==> config.mk <==
export PLATFORM = sky130hd
export DESIGN_NAME = miriscv_lsu
export DESIGN_NICKNAME = d
export VERILOG_FILES = /design/src/rtl/miriscv_pkg.sv /design/src/rtl/miriscv_lsu_extract.sv /design/src/rtl/miriscv_lsu.sv
export SDC_FILE = /design/constraint.sdc
export NUM_CORES = 1
export LEC_CHECK = 0
export CAP_MARGIN = 40
export CORE_UTILIZATION = 40
export DETAILED_ROUTE_END_ITERATION = 10
export PLACE_DENSITY = 0.72
export SETUP_SLACK_MARGIN = 0.15
export SLEW_MARGIN = 20
export SYNTH_ARGS = -nofsm -noshare
export SYNTH_HDL_FRONTEND = slang
export SYNTH_HIERARCHICAL = 1
export SYNTH_SLANG_ARGS = --single-unit
==> constraint.sdc <==
create_clock -name clk_i -period 2.55 [get_ports clk_i]
set_input_delay 0.3825 -clock clk_i [delete_from_list [all_inputs] [get_ports clk_i]]
set_output_delay 0.3825 -clock clk_i [all_outputs]
set_load 0.05 [all_outputs]
==> src/rtl/miriscv_pkg.sv <==
// Shared definitions for the miriscv load-store unit: size codes, FSM states and
// byte-enable generation.
package miriscv_pkg;

  localparam logic [2:0] LSU_B  = 3'd0;
  localparam logic [2:0] LSU_H  = 3'd1;
  localparam logic [2:0] LSU_W  = 3'd2;
  localparam logic [2:0] LSU_D  = 3'd3;
  localparam logic [2:0] LSU_BU = 3'd4;
  localparam logic [2:0] LSU_HU = 3'd5;
  localparam logic [2:0] LSU_WU = 3'd6;

  typedef enum logic [1:0] {
    StIdle = 2'd0,
    StReq  = 2'd1,
    StWait = 2'd2,
    StResp = 2'd3
  } lsu_state_e;

  // Byte enables for a 64-bit bus; narrower buses use the low bits.
  function automatic logic [7:0] be_gen(input logic [2:0] size, input logic [2:0] off);
    logic [7:0] be;
    case (size[1:0])
      2'd0:    be = 8'h01 << off;
      2'd1:    be = 8'h03 << off;
      2'd2:    be = 8'h0F << off;
      default: be = 8'hFF;
    endcase
    return be;
  endfunction

endpackage

==> src/rtl/miriscv_lsu_extract.sv <==
// Load-data alignment: shift the addressed bytes down to bit 0 and sign/zero-extend
// according to the size code.
module miriscv_lsu_extract
  import miriscv_pkg::*;
#(
  parameter int unsigned XLEN = 32,
  localparam int unsigned OffW = $clog2(XLEN / 8)
) (
  input  logic [XLEN-1:0] rdata_i,
  input  logic [OffW-1:0] off_i,
  input  logic [2:0]      size_i,
  output logic [XLEN-1:0] data_o
);

  logic [XLEN-1:0] sh;

  always_comb begin
    sh = rdata_i >> {off_i, 3'b000};
    case (size_i)
      LSU_B:   data_o = XLEN'($signed(sh[7:0]));
      LSU_H:   data_o = XLEN'($signed(sh[15:0]));
      LSU_W:   data_o = XLEN'($signed(sh[31:0]));
      LSU_BU:  data_o = XLEN'(sh[7:0]);
      LSU_HU:  data_o = XLEN'(sh[15:0]);
      LSU_WU:  data_o = XLEN'(sh[31:0]);
      default: data_o = sh;
    endcase
  end

endmodule

==> src/rtl/miriscv_lsu.sv <==
// Load-store unit: turns one core load/store into a req/gnt/rvalid bus transaction,
// stalling the core until the response (or a timeout) arrives.
module miriscv_lsu
  import miriscv_pkg::*;
#(
  parameter int unsigned XLEN    = 32,
  parameter int unsigned ADDR_W  = 32,
  parameter int unsigned TIMEOUT = 255
) (
  input  logic              clk_i,
  input  logic              arstn_i,
  input  logic              lsu_req_i,
  input  logic              lsu_we_i,
  input  logic [2:0]        lsu_size_i,
  input  logic [ADDR_W-1:0] lsu_addr_i,
  input  logic [XLEN-1:0]   lsu_wdata_i,
  output logic [XLEN-1:0]   lsu_rdata_o,
  output logic              lsu_stall_req_o,
  output logic              lsu_fault_o,
  output logic              lsu_err_o,
  output logic              data_req_o,
  output logic              data_we_o,
  output logic [XLEN/8-1:0] data_be_o,
  output logic [ADDR_W-1:0] data_addr_o,
  output logic [XLEN-1:0]   data_wdata_o,
  input  logic              data_gnt_i,
  input  logic              data_rvalid_i,
  input  logic [XLEN-1:0]   data_rdata_i
);

  localparam int unsigned BeW  = XLEN / 8;
  localparam int unsigned OffW = $clog2(BeW);
  localparam int unsigned CntW = (TIMEOUT > 1) ? $clog2(TIMEOUT + 1) : 1;

  lsu_state_e        state_q, state_d;
  logic [CntW-1:0]   cnt_q, cnt_d;
  logic [2:0]        size_q, size_d;
  logic [OffW-1:0]   off_q, off_d;
  logic              req_q, req_d;
  logic              we_q, we_d;
  logic [BeW-1:0]    be_q, be_d;
  logic [ADDR_W-1:0] addr_q, addr_d;
  logic [XLEN-1:0]   wdata_q, wdata_d;
  logic [XLEN-1:0]   rdata_q, rdata_d;
  logic              err_q, err_d;

  logic [OffW-1:0]   off;
  logic [2:0]        off3;
  logic              illegal, misaligned, fault;
  logic [7:0]        be_full;
  logic [XLEN-1:0]   wdata_rep, ext_data;
  logic              timeout_hit;

  assign off = lsu_addr_i[OffW-1:0];

  always_comb begin
    off3 = '0;
    off3[OffW-1:0] = off;
  end

  always_comb begin
    illegal    = 1'b0;
    misaligned = 1'b0;
    case (lsu_size_i)
      LSU_B, LSU_BU: misaligned = 1'b0;
      LSU_H, LSU_HU: misaligned = lsu_addr_i[0];
      LSU_W, LSU_WU: misaligned = |lsu_addr_i[1:0];
      LSU_D:         misaligned = |lsu_addr_i[2:0];
      default:       illegal    = 1'b1;
    endcase
    if (XLEN == 32 && (lsu_size_i == LSU_D || lsu_size_i == LSU_WU)) illegal = 1'b1;
    // Stores have no unsigned variants.
    if (lsu_we_i && lsu_size_i[2]) illegal = 1'b1;
  end

  assign fault           = lsu_req_i & (illegal | misaligned) & (state_q == StIdle);
  assign lsu_fault_o     = fault;
  assign lsu_stall_req_o = lsu_req_i & ~fault & (state_q != StResp);

  always_comb begin
    case (lsu_size_i[1:0])
      2'd0:    wdata_rep = {BeW{lsu_wdata_i[7:0]}};
      2'd1:    wdata_rep = {(XLEN / 16){lsu_wdata_i[15:0]}};
      2'd2:    wdata_rep = {(XLEN / 32){lsu_wdata_i[31:0]}};
      default: wdata_rep = lsu_wdata_i;
    endcase
  end

  assign be_full     = be_gen(lsu_size_i, off3);
  assign timeout_hit = (TIMEOUT != 0) && (cnt_q == CntW'(TIMEOUT - 1));

  miriscv_lsu_extract #(
    .XLEN (XLEN)
  ) u_extract (
    .rdata_i (data_rdata_i),
    .off_i   (off_q),
    .size_i  (size_q),
    .data_o  (ext_data)
  );

  always_comb begin
    state_d = state_q;
    cnt_d   = cnt_q;
    size_d  = size_q;
    off_d   = off_q;
    req_d   = req_q;
    we_d    = we_q;
    be_d    = be_q;
    addr_d  = addr_q;
    wdata_d = wdata_q;
    rdata_d = rdata_q;
    err_d   = 1'b0;
    unique case (state_q)
      StIdle: begin
        if (lsu_req_i && !fault) begin
          state_d = StReq;
          cnt_d   = '0;
          req_d   = 1'b1;
          we_d    = lsu_we_i;
          be_d    = be_full[BeW-1:0];
          addr_d  = {lsu_addr_i[ADDR_W-1:OffW], {OffW{1'b0}}};
          wdata_d = wdata_rep;
          size_d  = lsu_size_i;
          off_d   = off;
        end
      end
      StReq: begin
        cnt_d = cnt_q + 1'b1;
        if (timeout_hit) begin
          state_d = StResp;
          req_d   = 1'b0;
          be_d    = '0;
          err_d   = 1'b1;
          rdata_d = '0;
        end else if (data_gnt_i) begin
          // A same-cycle rvalid is a protocol violation and is dropped here.
          state_d = StWait;
          req_d   = 1'b0;
          be_d    = '0;
        end
      end
      StWait: begin
        cnt_d = cnt_q + 1'b1;
        if (timeout_hit) begin
          state_d = StResp;
          err_d   = 1'b1;
          rdata_d = '0;
        end else if (data_rvalid_i) begin
          state_d = StResp;
          if (!we_q) rdata_d = ext_data;
        end
      end
      StResp:  state_d = StIdle;
      default: state_d = StIdle;
    endcase
  end

  always_ff @(posedge clk_i or negedge arstn_i) begin
    if (!arstn_i) begin
      state_q <= StIdle;
      cnt_q   <= '0;
      size_q  <= '0;
      off_q   <= '0;
      req_q   <= 1'b0;
      we_q    <= 1'b0;
      be_q    <= '0;
      addr_q  <= '0;
      wdata_q <= '0;
      rdata_q <= '0;
      err_q   <= 1'b0;
    end else begin
      state_q <= state_d;
      cnt_q   <= cnt_d;
      size_q  <= size_d;
      off_q   <= off_d;
      req_q   <= req_d;
      we_q    <= we_d;
      be_q    <= be_d;
      addr_q  <= addr_d;
      wdata_q <= wdata_d;
      rdata_q <= rdata_d;
      err_q   <= err_d;
    end
  end

  assign data_req_o   = req_q;
  assign data_we_o    = we_q;
  assign data_be_o    = be_q;
  assign data_addr_o  = addr_q;
  assign data_wdata_o = wdata_q;
  assign lsu_rdata_o  = rdata_q;
  assign lsu_err_o    = err_q;

endmodule
; ---- Word level (Yosys, flattened, before mapping)
; Index checks and enable logic that the tools add are counted.
[op_classes]
n_bitwise = 6
n_reduce_logical = 22
n_eq_ne = 21
n_shift = 4
n_addsub = 1
muxes = 30
[op_table]
columns = operator, n
row1 = two-way mux 32 bit, 4
row2 = one-hot mux 32 bit (2 select lines), 2
row3 = one-hot mux 32 bit (4 select lines), 1
row4 = >> shifter 32 x 5 -> 32 bit, 1
row5 = one-hot mux 8 bit (2 select lines), 1
row6 = == test 3 bit (second input constant), 5
row7 = two-way mux 4 bit, 3
row8 = one-hot mux 4 bit (3 select lines), 1
row9 = two-way mux 2 bit, 5
row10 = inequality test 3 bit (second input constant), 3
row11 = adder 8 x 1 -> 8 bit (second input constant), 1
row12 = == test 8 bit (second input constant), 1
row13 = two-way mux 1 bit, 8
row14 = two-way mux 8 bit, 1
row15 = one-hot mux 2 bit (4 select lines), 1
row16 = one-hot mux 4 bit (2 select lines), 1
row17 = OR reduction 2 bit, 4
row18 = OR reduction 7 bit, 1
row19 = == test 2 bit (second input constant), 3
row20 = == test 3 x 1 -> 1 bit (second input constant), 2
row21 = == test 3 x 2 -> 1 bit (second input constant), 2
row22 = logical NOT 3 bit, 2
row23 = AND reduction 3 bit, 2
row24 = nonzero test 2 bit, 3
row25 = 18 further kinds, 26
[word_totals]
in_bits = 105
ff_bits = 116
output_inout_bits = 105

; ---- Logic depth before layout (Yosys ltp)
[logic_depth]
word_depth = 12
mapped_depth = 10
mapped_depth_nobuf = 7

; ---- Cells and area by module
; Netlist, hierarchy kept.
[by_module_without_submodules]
columns = module, seq_area_each_um2, n_inst, area_each_um2, cells_each
row1 = miriscv_lsu, 2902.8, 1, 5255.0, 574
row2 = miriscv_lsu_extract, 0.0, 1, 694.4, 107

; ---- Worst setup path after synthesis
; OpenSTA, ideal clock, no wires.
[synth_timing]
kind = input -> output
from = input lsu_size_i[0]
to = output lsu_stall_req_o
arrival_ps = 2169
path_slack_ps = -1
n_path_buf = 1
t_required_ps = 2168
stages = 7
cell_sequence = inv_1 ha_1 buf_4 nor2_8 a2111oi_4 o22ai_1 a21oi_1
[synth_via]
elab_chain_cells = 11
[synth_rtl]
columns = element, line
row1 = start: declaration, miriscv_lsu.sv:14  ; input logic [2:0] lsu_size_i,
row2 = "== test 3 x 2 -> 1 bit, or another cell as far along", "miriscv_lsu.sv:64, miriscv_lsu.sv:71"
row3 = OR reduction 7 bit (no line), n/a
row4 = two-way mux 1 bit, miriscv_lsu.sv:64  ; case (lsu_size_i)
row5 = two-way mux 1 bit, miriscv_lsu.sv:71  ; if (XLEN == 32 && (lsu_size_i == LSU_D || lsu_size_i == LSU_WU)) illegal = 1'b1;
row6 = two-way mux 1 bit, miriscv_lsu.sv:73  ; if (lsu_we_i && lsu_size_i[2]) illegal = 1'b1;
row7 = bitwise OR 1 bit (*), miriscv_lsu.sv:76  ; assign fault = lsu_req_i & (illegal | misaligned) & (state_q == StIdle);
row8 = bitwise AND 1 bit (*) (2 in a row), miriscv_lsu.sv:76
row9 = NOT 1 bit (*), miriscv_lsu.sv:78  ; assign lsu_stall_req_o = lsu_req_i & ~fault & (state_q != StResp);
row10 = bitwise AND 1 bit (*) (2 in a row), miriscv_lsu.sv:78
row11 = end: declaration, miriscv_lsu.sv:18  ; output logic lsu_stall_req_o,
; Every way passes the cells marked *; elsewhere a longest branch is shown, timed or not.

; ---- Worst setup path in the final report
; Same ends and word-level chain as after synthesis.

==> run summary <==
Final GP Congestion -> 0.8393
Slew Viols, Final -> 0
Antenna viol nets, final -> 0
Max Fclk -> 437.4 MHz
Setup slack, reg-to-reg -> 0.60 ns
Max capacitance violation total -> 0
Number of placed cells counting well taps -> 1064
Global route overflow -> 0
DIE AREA -> 0.01536 mm^2
Total Wirelength -> 17280 um
CP Launch Type -> primary input
Clk Latency, worst-skew pair -> 0.41 ns
Worst min-delay path endpoint -> data_addr_o[28]
Clk buf depth -> 2
GRT Total Usage -> 0.2289
Worst path required time -> 2.17 ns
Reg2Reg Capture Point -> lsu_rdata_o[8]
Worst Hold Launch -> data_addr_o[28]
Yosys warns -> 6
DRT Pass-1 Iters -> 5
Starting density of the core -> 0.4093
Post-synth cell types -> 50
Clock transition at path regs -> 0.05 ns
Worst reg2reg path depth -> 8
I/O pins -> 210
Cell taking the most area after synthesis -> dfrtp_1
Area of the mapped netlist -> 0.005949 mm^2
Post-synth top area share -> 0.4879
Vias in the first global route -> 5280
Clk sinks -> 116
Final cell count without fillers -> 1098
Vias per inst -> 5.034
FFs w/ async S/R, synth -> 1.000
Final setup margin -> 0.2639 ns
Main synth FF type -> dfrtp_1
Layout Nets -> 1019
Remaining DRCs -> 0
Fill cell count -> 1238
Share of layout cells above drive strength 1 -> 0.1061
CP arrival -> 1.90 ns
Die width -> 124.0 um
Synthesized flop and latch total -> 116
Cells after Synth -> 681
CTS buffer count -> 17
Count leader, synth -> nand2_1
Final setup viols -> 0
Post-synth EDFFs -> 0
Initial antenna violation count -> 0
Hold path depth -> 2
Setup Crit Path Kind -> primary input to output port
Seq/Total Area, Yosys -> 0.4879
Tightest Pin Transition -> 0.6625 ns
Site Rows -> 44
CTS tree -> built
Commonest cells post-synth -> nand2_1, dfrtp_1, nor2_1
Crit end category -> output port
Rel. slew slack -> 0.5570
Hold WC Path Type -> register to register
Maximum resistive drop on vdd -> 968.3 uV
Fin crit period -> 2.286 ns
Buffers on Ports -> 207
Setup WS pre-CTS -> -0.1862 ns
Unrepaired setup endpoints after global routing -> no
Area delta synth->final -> 52.51%
Via count -> 5527
First-pass GRT wire length -> 26810 um
FF-to-FF Start -> off_q[0]
Iter 0 DRT Violations -> 357
CP Max Fanout -> 3
Ranking of synthesized cells by area -> dfrtp_1, nand2_1, mux2i_1
Largest net degree at the start of global routing -> 56
Outcome -> finished, final reports clean
Final Hold Vio Count -> 0
H-tree levels -> 4
WL/cell -> 15.74 um
Root Buffer -> clkbuf_16
ANT cells -> 0
Pwr dens -> 1476 mW/mm^2
DP HPWL -> 12360 um
Crit share post-route -> 0.8965
Skew final -> 0.005127 ns
Core area -> 0.01453 mm^2
Syn Area/Cell -> 8.736 um^2
WHS -> 0.4716 ns
Pleak -> 4.064 nW
Die H -> 124.0 um
==> layout make-up <==
cell class,instances,area [um^2],area share
multi-input combinational,506,2816,0.3104
clock inverter,13,181.4,0.01999
clock buffer,19,452.9,0.04992
timing repair buffer,246,2437,0.2686
tap,184,230.2,0.02537
inverter,14,52.55,0.005792
sequential,116,2903,0.3199
==> critical path, stage by stage <==
cell and delay (ns):
clkdlybuf4s15_1 0.25, inv_2 0.13, ha_4 0.17, nor2_8 0.05, a2111oi_4 0.39, o22ai_2 0.15
a21oi_2 0.21, buf_12 0.16
==> placed cells by master (no fill, tap or decap), types with 3 or more instances in the layout <==
cell type,n
a2111oi_0,3
a211o_1,3
a211oi_1,16
a21oi_1,12
a221oi_1,8
a22oi_1,8
a311o_1,3
a31oi_1,8
and3_1,6
buf_12,6
buf_4,34
bufinv_16,4
clkbuf_16,17
clkdlybuf4s50_1,202
clkinv_2,3
clkinvlp_4,5
dfrtp_1,116
ha_1,10
inv_1,12
mux2i_1,29
nand2_1,231
nand2b_1,6
nand3_1,4
nor2_1,52
nor2b_1,8
nor3_1,6
o21ai_0,46
o21ai_1,6
o22ai_1,3
o32ai_1,4
==> per-layer routing <==
layer / vias up / GRT usage / wire [um]
li1: 2737 / - / -
met1: 2586 / 0.3117 / 7914
met2: 180 / 0.3431 / 7703
met3: 24 / 0.07005 / 1344
met4: 0 / 0.08259 / 321
met5: - / 0 / 0
==> sequential cells by signal, summed over array words and instances (netlist names) <==
signal and flops:
data_be_o 4, cnt_q 8, data_wdata_o 32, data_we_o 1, lsu_rdata_o 32, data_req_o 1
data_addr_o 30, off_q 2, size_q 3, state_q 2, lsu_err_o 1
==> how the worst max path moves through the flow <==
| stage | from | to | slack, ns | depth (start not counted) |
|---|---|---|---|---|
| floorplan | lsu_size_i[0] | lsu_stall_req_o | 0.29 | 7 |
| global route | lsu_size_i[0] | lsu_stall_req_o | 0.16 | 8 |
| global placement | lsu_size_i[0] | lsu_fault_o | -0.18 | 8 |
| detailed placement | lsu_size_i[0] | lsu_fault_o | -0.19 | 8 |
| CTS | lsu_size_i[0] | lsu_stall_req_o | 0.18 | 8 |
| finish | lsu_size_i[0] | lsu_stall_req_o | 0.26 | 8 |
==> repair_timing <==
item                                    in CTS  in global routing
pin swaps                                    4                  0
endpoints found under the setup margin       2                  2
hold endpoints to repair                    40                  0
gates cloned                                 0                  0
hold buffers                                 1                  0
setup buffers                                1                  0
resized for setup                           11                  2
==> through the flow <==
step	util	cell area [um^2]	total power, mW	TNS, ns
2_1_floorplan	-	5957	8.283	0
3_3_place_gp	0.5766	8381	10.79	-1.320
3_5_place_dp	0.5766	8381	10.86	-2.646
4_1_cts	0.6242	9072	13.48	0
5_1_grt	0.6243	9074	14.20	0
6_report	0.6243	9074	13.40	0
==> cell families (layout without fill, tap and decap cells) <==
logic type                 Yosys count  in the layout  share of synthesized area
and+or+nand+nor                    324            324                     0.2236
AOI/OAI and AO/OA                  138            138                     0.1621
DFF                                116            116                     0.4879
buffers and inverters               60            292                    0.04963
muxes                               29             29                    0.04879
adders and majority gates           13             13                    0.02734
other                                1              2                  0.0006303
==> where the power goes <==
| part | leakage, nW | switching, mW | internal, mW |
|---|---|---|---|
| Sequential | 1.45 | 0.607 | 2.72 |
| Clock | 0.297 | 0.851 | 1.68 |
| Combinational | 2.32 | 4.92 | 2.61 |
| Total | 4.06 | 6.38 | 7.01 |
No activity file was read; power rests on OpenSTA's default activity.
